**src/rtl/mem_stage_dmem_ctrl.sv**
```systemverilog
// ----------------------------------------------------------------------------
// mem_stage_dmem_ctrl
//   MEM-stage data-memory controller for the RV32IM pipeline. It sits right
//   after the EX/MEM register. It decodes the load/store control and runs one
//   access to a word-wide data memory at a time. It produces the store byte
//   enables and write data, and it sign/zero-extends load results. While an
//   access is outstanding it raises o_busy_wait to stall the pipeline.
//
//   Memory handshake: o_mem_req is the request "valid". Once o_mem_req is
//   raised, it stays high and o_mem_addr/o_mem_we/o_mem_be/o_mem_wdata stay
//   stable until the memory returns a one-cycle i_mem_ack (the "ready"). The
//   handshake also ends when the wait counter reaches TIMEOUT_CYCLES. An ack
//   seen outside WAIT is ignored.
//
// Ports
//   clk, reset         : clock; synchronous active-high reset
//   i_datamemsel       : EX/MEM instruction accesses memory
//   i_read_write[3:0]  : [3] 1=store/0=load, [2:0] funct3
//   i_addr             : byte address
//   i_store_data       : rs2 value, right-aligned
//   o_busy_wait        : combinational stall request
//   o_load_data        : extended load result for MEM/WB
//   o_err_misalign     : one-cycle pulse, misaligned access rejected
//   o_err_timeout      : one-cycle pulse, access aborted after timeout
//   o_mem_req/we/addr/wdata/be : registered request to data memory
//   i_mem_rdata, i_mem_ack     : memory response
//   o_dbg_state        : current FSM state (0 IDLE, 1 WAIT, 2 DONE)
// ----------------------------------------------------------------------------
module mem_stage_dmem_ctrl #(
    parameter int unsigned TIMEOUT_CYCLES = 255
) (
    input  logic        clk,
    input  logic        reset,
    input  logic        i_datamemsel,
    input  logic [3:0]  i_read_write,
    input  logic [31:0] i_addr,
    input  logic [31:0] i_store_data,
    output logic        o_busy_wait,
    output logic [31:0] o_load_data,
    output logic        o_err_misalign,
    output logic        o_err_timeout,
    output logic        o_mem_req,
    output logic        o_mem_we,
    output logic [31:0] o_mem_addr,
    output logic [31:0] o_mem_wdata,
    output logic [3:0]  o_mem_be,
    input  logic [31:0] i_mem_rdata,
    input  logic        i_mem_ack,
    output logic [1:0]  o_dbg_state
);

    typedef enum logic [1:0] {
        S_IDLE = 2'd0,
        S_WAIT = 2'd1,
        S_DONE = 2'd2
    } state_t;

    localparam logic [7:0] LP_TIMEOUT = 8'(TIMEOUT_CYCLES);

    state_t      r_state, w_state_next;
    logic [7:0]  r_cnt;
    logic [2:0]  r_funct3;
    logic [1:0]  r_off;
    logic        r_mem_req, r_mem_we, r_err_misalign, r_err_timeout;
    logic [31:0] r_mem_addr, r_mem_wdata, r_load_data;
    logic [3:0]  r_mem_be;

    logic [2:0]  w_funct3;
    logic        w_valid_f3, w_misalign, w_start, w_bad;
    logic [3:0]  w_st_be;
    logic [31:0] w_st_wdata;
    logic [7:0]  w_rbyte;
    logic [15:0] w_rhalf;
    logic [31:0] w_load_ext;
    logic [7:0]  w_cnt_next;
    logic        w_timeout;
    logic        w_busy;

    // ---------------- request decode ----------------
    assign w_funct3   = i_read_write[2:0];
    // 011, 110 and 111 are not load/store widths; they act as a no-op.
    assign w_valid_f3 = (w_funct3 != 3'b011) && (w_funct3[2:1] != 2'b11);

    always_comb begin
        w_misalign = 1'b0;
        case (w_funct3[1:0])
            2'b01:   w_misalign = i_addr[0];
            2'b10:   w_misalign = |i_addr[1:0];
            default: w_misalign = 1'b0;
        endcase
    end

    assign w_start = i_datamemsel && w_valid_f3 && !w_misalign;
    assign w_bad   = i_datamemsel && w_valid_f3 &&  w_misalign;

    // Store lane placement: replicate the data across the word so that the
    // byte enables alone select the lanes that get written.
    always_comb begin
        w_st_be    = 4'b1111;
        w_st_wdata = i_store_data;
        case (w_funct3[1:0])
            2'b00: begin
                w_st_be    = 4'b0001 << i_addr[1:0];
                w_st_wdata = {4{i_store_data[7:0]}};
            end
            2'b01: begin
                w_st_be    = 4'b0011 << i_addr[1:0];
                w_st_wdata = {2{i_store_data[15:0]}};
            end
            default: ;
        endcase
    end

    // ---------------- load extraction (latched width/offset) ----------------
    always_comb begin
        w_rbyte = i_mem_rdata[7:0];
        case (r_off)
            2'd1:    w_rbyte = i_mem_rdata[15:8];
            2'd2:    w_rbyte = i_mem_rdata[23:16];
            2'd3:    w_rbyte = i_mem_rdata[31:24];
            default: w_rbyte = i_mem_rdata[7:0];
        endcase
        w_rhalf = r_off[1] ? i_mem_rdata[31:16] : i_mem_rdata[15:0];
        case (r_funct3)
            3'b000:  w_load_ext = {{24{w_rbyte[7]}}, w_rbyte};
            3'b001:  w_load_ext = {{16{w_rhalf[15]}}, w_rhalf};
            3'b100:  w_load_ext = {24'd0, w_rbyte};
            3'b101:  w_load_ext = {16'd0, w_rhalf};
            default: w_load_ext = i_mem_rdata;
        endcase
    end

    // Timeout fires on the WAIT cycle that makes TIMEOUT_CYCLES request cycles.
    assign w_cnt_next = r_cnt + 8'd1;
    assign w_timeout  = (w_cnt_next == LP_TIMEOUT);

    // ---------------- FSM ----------------
    always_ff @(posedge clk) begin
        if (reset) r_state <= S_IDLE;
        else       r_state <= w_state_next;
    end

    always_comb begin
        w_state_next = r_state;
        w_busy       = 1'b0;
        case (r_state)
            S_IDLE: begin
                w_busy = w_start;
                if (w_start) w_state_next = S_WAIT;
            end
            S_WAIT: begin
                w_busy = 1'b1;
                if (i_mem_ack || w_timeout) w_state_next = S_DONE;
            end
            // DONE lets the pipeline advance. The finished access is still on
            // the inputs here, so it must not be decoded again.
            S_DONE:  w_state_next = S_IDLE;
            default: w_state_next = S_IDLE;
        endcase
    end

    // ---------------- datapath registers ----------------
    always_ff @(posedge clk) begin
        if (reset) begin
            r_cnt          <= 8'd0;
            r_funct3       <= 3'd0;
            r_off          <= 2'd0;
            r_mem_req      <= 1'b0;
            r_mem_we       <= 1'b0;
            r_mem_addr     <= 32'd0;
            r_mem_wdata    <= 32'd0;
            r_mem_be       <= 4'd0;
            r_load_data    <= 32'd0;
            r_err_misalign <= 1'b0;
            r_err_timeout  <= 1'b0;
        end else begin
            r_err_misalign <= (r_state == S_IDLE) && w_bad;
            r_err_timeout  <= 1'b0;
            case (r_state)
                S_IDLE: begin
                    if (w_start) begin
                        r_mem_req   <= 1'b1;
                        r_mem_we    <= i_read_write[3];
                        r_mem_addr  <= {i_addr[31:2], 2'b00};
                        r_mem_be    <= i_read_write[3] ? w_st_be : 4'b0000;
                        r_mem_wdata <= w_st_wdata;
                        r_funct3    <= w_funct3;
                        r_off       <= i_addr[1:0];
                        r_cnt       <= 8'd0;
                    end else if (w_bad) begin
                        r_load_data <= 32'd0;
                    end
                end
                S_WAIT: begin
                    r_cnt <= w_cnt_next;
                    if (i_mem_ack) begin
                        r_mem_req <= 1'b0;
                        if (!r_mem_we) r_load_data <= w_load_ext;
                    end else if (w_timeout) begin
                        r_mem_req     <= 1'b0;
                        r_err_timeout <= 1'b1;
                        r_load_data   <= 32'd0;
                    end
                end
                default: ;
            endcase
        end
    end

    assign o_busy_wait    = w_busy && !reset;
    assign o_load_data    = r_load_data;
    assign o_err_misalign = r_err_misalign;
    assign o_err_timeout  = r_err_timeout;
    assign o_mem_req      = r_mem_req;
    assign o_mem_we       = r_mem_we;
    assign o_mem_addr     = r_mem_addr;
    assign o_mem_wdata    = r_mem_wdata;
    assign o_mem_be       = r_mem_be;
    assign o_dbg_state    = r_state;

endmodule

```
**config.mk**
```make
export PLATFORM = sky130hd
export DESIGN_NAME = mem_stage_dmem_ctrl
export DESIGN_NICKNAME = d
export VERILOG_FILES = /design/src/rtl/mem_stage_dmem_ctrl.sv
export SDC_FILE = /design/constraint.sdc
export NUM_CORES = 1
export LEC_CHECK = 0
export BUFFER_PORTS_ARGS = -buffer_cell sky130_fd_sc_hd__buf_2
export CAP_MARGIN = 10
export CORE_MARGIN = 2
export CORE_UTILIZATION = 35
export DETAILED_ROUTE_END_ITERATION = 12
export GPL_TIMING_DRIVEN = 0
export PLACE_DENSITY_LB_ADDON = 0.25
export SYNTH_ARGS = -nofsm -noshare
export SYNTH_HDL_FRONTEND = slang
export SYNTH_SLANG_ARGS = --single-unit
```
**constraint.sdc**
```tcl
create_clock -name clk -period 2.6 [get_ports clk]
set_input_delay 0.26 -clock clk [delete_from_list [all_inputs] [get_ports clk]]
set_output_delay 0.26 -clock clk [all_outputs]
set_load 0.1 [all_outputs]
```
==> run summary, run 1 <==
Die Wd: 127 um
Final nets: 965
Root Buffer: clkbuf_16
initial drt markers: 314
synth top area cells: dfxtp_1 (44%), nand2_1 (7.9%), a21oi_1 (6.9%)
CP max stage cell: dfxtp_2
Starting Density: 35.5%
drt pass-1 iters: 5
CP Buf/Inv Count: 3
Area Overhead vs Synth: 35.6%
crit path DAT: 2.18 ns
nature of the critical path endpoint: output pin
largest net degree at the start of global routing: 17
Crit path top cell by count: nor2_1
total power: 5.84 mW
Die ar.: 0.0163 mm^2
final setup violation count: 0
Sum Neg Setup Slack: 0 ns
ratio of cells with drive above 1 in the final layout: 34.4%
I/O pin total: 211
leading cell type in the layout, fill and taps excluded: buf_2
Int Power: 3.78 mW
# rows: 45
number of enable-type register cells in the synthesized netlist: 0
CTS tree: built
Hold-fix buffers, CTS: 0
HPWL Detailed: 12.4 mm
unrepaired setup endpoints after global routing: no
max-cap violations: 0
Clock Sinks: 117
vias in the first global route: 5193
Max IR drop VDD: 454 uV
Clock H-tree levels: 4
status: finished, final reports clean
crit-path max FO: 10
first-pass GRT wire length: 26.7 mm
syn avg cell area: 8.50 um^2
delay-heaviest family, CP: buffers and inverters
Critical Path Source Type: flip-flop
Seq cells post-synth: 117
pre-CTS WS: -0.100 ns
drt wl/cell: 15.9 um
proportion of power drawn by combinational gates: 25.6%
RD Place Congestion: 0.810
Post-route DRC: 0
total vias in the final route: 5398
Final Hold Viols: 0
final worst slack: 0.159 ns
Synth Instances: 628
Synth top area share: 43.9%
clock transition at the registers of the reported paths: 0.05 ns
Slew headroom: 44.4%
final slew viol count: 0
mapped cell area: 0.00534 mm^2
FMAX: 410 MHz
Die H: 127 um
Num CTS Buffers: 17
critical-path cell list: nor2_1, nand3_1, nor2_1, clkbuf_4, clkbuf_4, nor2_1, nor3_4, buf_6
Yosys cell types: 53
I/O Buffers: 207
clock skew: 0.00730 ns
Period minus WS final: 2.44 ns
Final period util: 93.9%
share of total power in the clock network: 40.7%
DRT antenna net count: 0
dpl cell area: 0.00663 mm^2
top_reg_cell synth: dfxtp_1
initial antenna violation count: 2
drt total wl: 16.8 mm
ys async rst share: 0%
Post-CTS Repair Setup Buffers: 0
Crit path largest cell delay: 0.35 ns
cell accounting for the most synthesized area: dfxtp_1
Clock Tree Buf Depth: 2
grt ovf: 0
CP required: 2.34 ns
post-route cell area: 0.00724 mm^2
Worst-Margin Slew: 0.825 ns
core region area: 0.0150 mm^2
NetSw: 2.07 mW
Global Route Usage Sum: 20.8%
CP Class: reg2out
Skew-Pair Late Insertion Delay: 0.42 ns
switching portion of total power: 35.4%
post-route core utilization: 48.1%
Ys Warns: 0
most frequent cells in the layout: buf_2 (219), dfxtp_1 (115), nand2_1 (112)
sequential fraction of the synthesis area: 43.9%
Flop pwr share: 33.6%
routed vias/inst: 5.10
Lkg Pwr: 3.18 nW
PD cells: 807 mW/mm^2
type of the worst min-delay path: in2reg
[kinds of logic after synthesis]
logic type	count (synthesis)	share of synthesized area (%)
flops	117	43.9
buf+inv	64	5.70
fa+ha+maj	6	1.41
mux	6	1.15
other cells	1	0.0703
xor+xnor	1	0.164
simple gates	230	18.4
compound gates	203	29.3
[metal layers]
layer  up-vias  part of all wire, %  track usage [%]  wire length (um)
li1       2686                    -                -                 -
met1      2498                   46             27.0              7700
met2       195                   45             32.9              7570
met3        19                  7.7             7.54              1300
met4         0                  1.6             5.43               262
met5         -                    0                0                 0
[metrics by stage]
stage | hold slack (ns) | cells
global placement | 0.437 | 1024
CTS | 0.0650 | 1056
global route | 0.0710 | 1058
floorplan | 0.331 | 629
finish | 0.0763 | 1058
detailed placement | 0.445 | 1024
[tightest hold or removal path, cell delays in order]
cell	delay [ns]
buf_2	0.09
nand2_1	0.04
a21oi_1	0.05
[cells in the mapped netlist (5+ instances only)]
cell type  count
nor3_1        13
dfxtp_1      117
o22ai_1       16
a21boi_0       8
nand2b_1       8
buf_2         15
nor2_1        71
inv_1         13
ha_1           6
a311oi_1      11
nand2_1      112
o2bb2ai_1      7
clkbuf_1      27
nand3_1        9
a22o_1         8
a211oi_1      16
o221ai_1       7
a21oi_1       74
o21ai_0       16
buf_6          5
mux2i_1        5
o2bb2ai_2     24
[final timing paths]
kind	slack, ns	end	cells after the start	from
worst min register to register	0.45	o_mem_addr[22]$_SDFFE_PP0P_	2	o_mem_addr[22]$_SDFFE_PP0P_
worst min-delay path	0.08	o_mem_addr[22]$_SDFFE_PP0P_	3	i_addr[22]
worst max register to register	0.57	o_load_data[15]$_SDFFE_PP0P_	7	r_cnt[0]$_SDFFE_PP0P_
worst max-delay path	0.16	o_busy_wait	8	o_dbg_state[1]$_SDFFE_PP0P_
[registers in the layout, indices dropped and copies added, names as in the netlist]
signal	count
o_dbg_state	2
o_err_misalign	1
o_err_timeout	1
o_load_data	32
o_mem_addr	30
o_mem_be	4
o_mem_req	1
o_mem_wdata	32
o_mem_we	1
r_cnt	8
r_funct3	3
r_off	2
[area by class of cell]
class	instances	area, um^2
tap	188	235
sequential	117	2340
fill	1527	7800
timing repair buffer	207	1040
clock inverter	9	126
multi-input combinational	448	2710
inverter	14	52.6
buffer	50	256
clock buffer	23	468
antenna	2	5.00
[power by group through the flow]
stage	logic [mW]	clock network [mW]	registers, mW
2_1_floorplan	0.459	0	2.70
3_5_place_dp	1.49	0	2.00
4_1_cts	1.50	2.41	1.96
3_3_place_gp	1.49	0	2.00
5_1_grt	1.59	2.48	1.98
6_report	1.50	2.38	1.96
[what timing repair did]
item | 4_1_cts | 5_1_grt
cloned | 0 | 0
gates resized for setup | 2 | 2
pin swaps | 0 | 0
endpoints found under the setup margin | 1 | 1
Power figures use the tool's default switching activity.
==> inputs of run 2 (changes only) <==
==> constraint.sdc (replaced) <==
create_clock -name clk -period 2.6 [get_ports clk]
set_input_delay 0.13 -clock clk [delete_from_list [all_inputs] [get_ports clk]]
set_output_delay 0.13 -clock clk [all_outputs]
set_load 0.1 [all_outputs]
==> run 2 against run 1 <==
Compared with the run above:
- die area stayed put
- final area is 9.1% higher
- non-clock buffer count is 66 higher
==> run summary, run 2 (same netlist as run 1, synthesis figures left out) <==
status: finished, final reports clean (unchanged)
I/O pin total: 211 (unchanged)
unrepaired setup endpoints after global routing: no (unchanged)
leading cell type in the layout, fill and taps excluded: buf_2 (unchanged)
# rows: 45 (unchanged)
RD Place Congestion: 0.829 (was 0.810)
Skew-Pair Late Insertion Delay: 0.42 ns (about the same)
Root Buffer: clkbuf_16 (unchanged)
type of the worst min-delay path: in2reg (unchanged)
FMAX: 410 MHz (about the same)
pre-CTS WS: 0.260 ns (was -0.100 ns)
FF-to-FF Start: r_cnt[0]$_SDFFE_PP0P_ (unchanged)
Lkg Pwr: 3.46 nW (was 3.18 nW)
crit-path max FO: 10 (unchanged)
met1 Track Usage GR: 27.3% (was 27.0%)
final worst slack: 0.162 ns (was 0.159 ns)
CTS tree: built (unchanged)
Crit path top cell by count: nor2_1 (unchanged)
CP Class: reg2out (unchanged)
I/O Buffers: 207 (unchanged)
Die Wd: 127 um (unchanged)
final slew viol count: 0 (unchanged)
Period minus WS final: 2.44 ns (about the same)
DRT antenna net count: 0 (unchanged)
Final Hold Viols: 0 (unchanged)
Final nets: 1031 (was 965)
Num CTS Buffers: 17 (unchanged)
initial antenna violation count: 1 (was 2)
CP required: 2.47 ns (was 2.34 ns)
Critical Path Source Type: flip-flop (unchanged)
Clock H-tree levels: 4 (unchanged)
crit path DAT: 2.31 ns (was 2.18 ns)
CP max stage cell: dfxtp_1 (was dfxtp_2)
Die H: 127 um (unchanged)
drt pass-1 iters: 5 (unchanged)
core region area: 0.0150 mm^2 (unchanged)
Sum Neg Setup Slack: 0 ns (unchanged)
Post-route DRC: 0 (unchanged)
first-pass GRT wire length: 28.2 mm (was 26.7 mm)
clock skew: 0.00777 ns (was 0.00730 ns)
Post-CTS Repair Setup Buffers: 0 (unchanged)
clock transition at the registers of the reported paths: 0.05 ns (about the same)
Area Overhead vs Synth: 47.9% (was 35.6%)
Max IR drop VDD: 493 uV (was 454 uV)
max-cap violations: 0 (unchanged)
Slew headroom: 45.5% (was 44.4%)
grt met2 use: 35.5% (was 32.9%)
drt total wl: 17.6 mm (was 16.8 mm)
initial drt markers: 261 (was 314)
Starting Density: 35.5% (unchanged)
ratio of cells with drive above 1 in the final layout: 32.0% (was 34.4%)
Clock Sinks: 117 (unchanged)
placed cells: 1024 (unchanged)
total vias in the final route: 5660 (was 5398)
Worst-Margin Slew: 0.809 ns (was 0.825 ns)
routed vias/inst: 5.04 (was 5.10)
Ant. Diodes: 0 (was 2)
worst hold path startpoint: i_store_data[27] (was i_addr[22])
Reg2Reg Depth: 7 (unchanged)
Hold EP: o_mem_wdata[27]$_SDFFE_PP0P_ (was o_mem_addr[22]$_SDFFE_PP0P_)
grt ovf: 0 (unchanged)
total power: 5.93 mW (was 5.84 mW)
PD cells: 751 mW/mm^2 (was 807 mW/mm^2)
Crit Reg-Reg Endpoint: o_load_data[11]$_SDFFE_PP0P_ (was o_load_data[15]$_SDFFE_PP0P_)
Clock Tree Buf Depth: 2 (unchanged)
final setup violation count: 0 (unchanged)
Final period util: 93.8% (was 93.9%)
Global Route Usage Sum: 21.8% (was 20.8%)
Die ar.: 0.0163 mm^2 (unchanged)
critical-path cell list: nor2_1, nand3_1, nor2_1, buf_2, buf_2, nor2_1, nor3_4, clkbuf_4 (was nor2_1, nand3_1, nor2_1, clkbuf_4, clkbuf_4, nor2_1, nor3_4, buf_6)
largest net degree at the start of global routing: 17 (unchanged)
Reg2Reg Setup Slack: 0.55 ns (was 0.57 ns)
most frequent cells in the layout: buf_2 (221), dfxtp_1 (117), nand2_1 (112) (was buf_2 (219), dfxtp_1 (115), nand2_1 (112))
busiest grt layer: met2 (unchanged)
drt wl/cell: 15.7 um (was 15.9 um)
worst hold stages: 3 (unchanged)
vias in the first global route: 5545 (was 5193)
nature of the critical path endpoint: output pin (unchanged)
HPWL Detailed: 12.4 mm (about the same)
Finished Layout Cells: 1122 (was 1058)
Crit path largest cell delay: 0.37 ns (was 0.35 ns)
M3 GR Usage: 7.33% (was 7.54%)
run 2: routing by layer:
layer	up-vias	part of all wire, %
met5	-	0
met4	0	2.0
met2	213	46
met3	24	7.4
met1	2612	45
li1	2811	-
run 2: worst max-delay path: cells and delay by family, from the launching register on:
kind          cells  cell delay [ns]
flops             1             0.37
simple gates      5             0.66
buf+inv           3             0.86
run 2: worst max-delay path by stage:
| stage | startpoint | endpoint | slack, ns |
|---|---|---|---|
| floorplan | o_dbg_state[1]$_SDFFE_PP0P_ | o_busy_wait | 0.06 |
| global placement | i_read_write[1] | o_busy_wait | 0.26 |
| detailed placement | i_read_write[1] | o_busy_wait | 0.26 |
| CTS | o_dbg_state[1]$_SDFFE_PP0P_ | o_busy_wait | 0.007 |
| global route | o_dbg_state[1]$_SDFFE_PP0P_ | o_busy_wait | 0.004 |
| finish | o_dbg_state[1]$_SDFFE_PP0P_ | o_busy_wait | 0.16 |
run 2: what timing repair did:
item                                   in CTS  in global routing
resized for setup                           0                  1
hold buffers                               66                  0
endpoints found under the hold margin      66                  0
setup endpoints to repair                   0                  1
run 2: power breakdown:
part           total (mW)  switching, mW  internal (mW)  leakage (nW)
registers            1.97         0.0653           1.90         0.954
logic                1.57           1.19          0.386          2.21
clock network        2.39          0.831           1.56         0.303
run 2: metrics by stage:
stage	hold WS [ns]	cell area (um^2)	utilization (%)
4_1_cts	0.000346	7890	52.5
3_5_place_dp	0.377	6620	44.1
6_report	0.0113	7900	52.5
2_1_floorplan	0.201	5350	-
5_1_grt	0.0108	7900	52.5
3_3_place_gp	0.372	6620	44.1
run 2: final cells by class:
type / count / area (um^2)
Buffer: 50 / 251
Clock buffer: 25 / 515
Clock inverter: 7 / 92.6
Fill cell: 1449 / 7140
Inverter: 14 / 52.6
Multi-Input combinational cell: 448 / 2710
Sequential cell: 117 / 2340
Tap cell: 188 / 235
Timing Repair Buffer: 273 / 1700
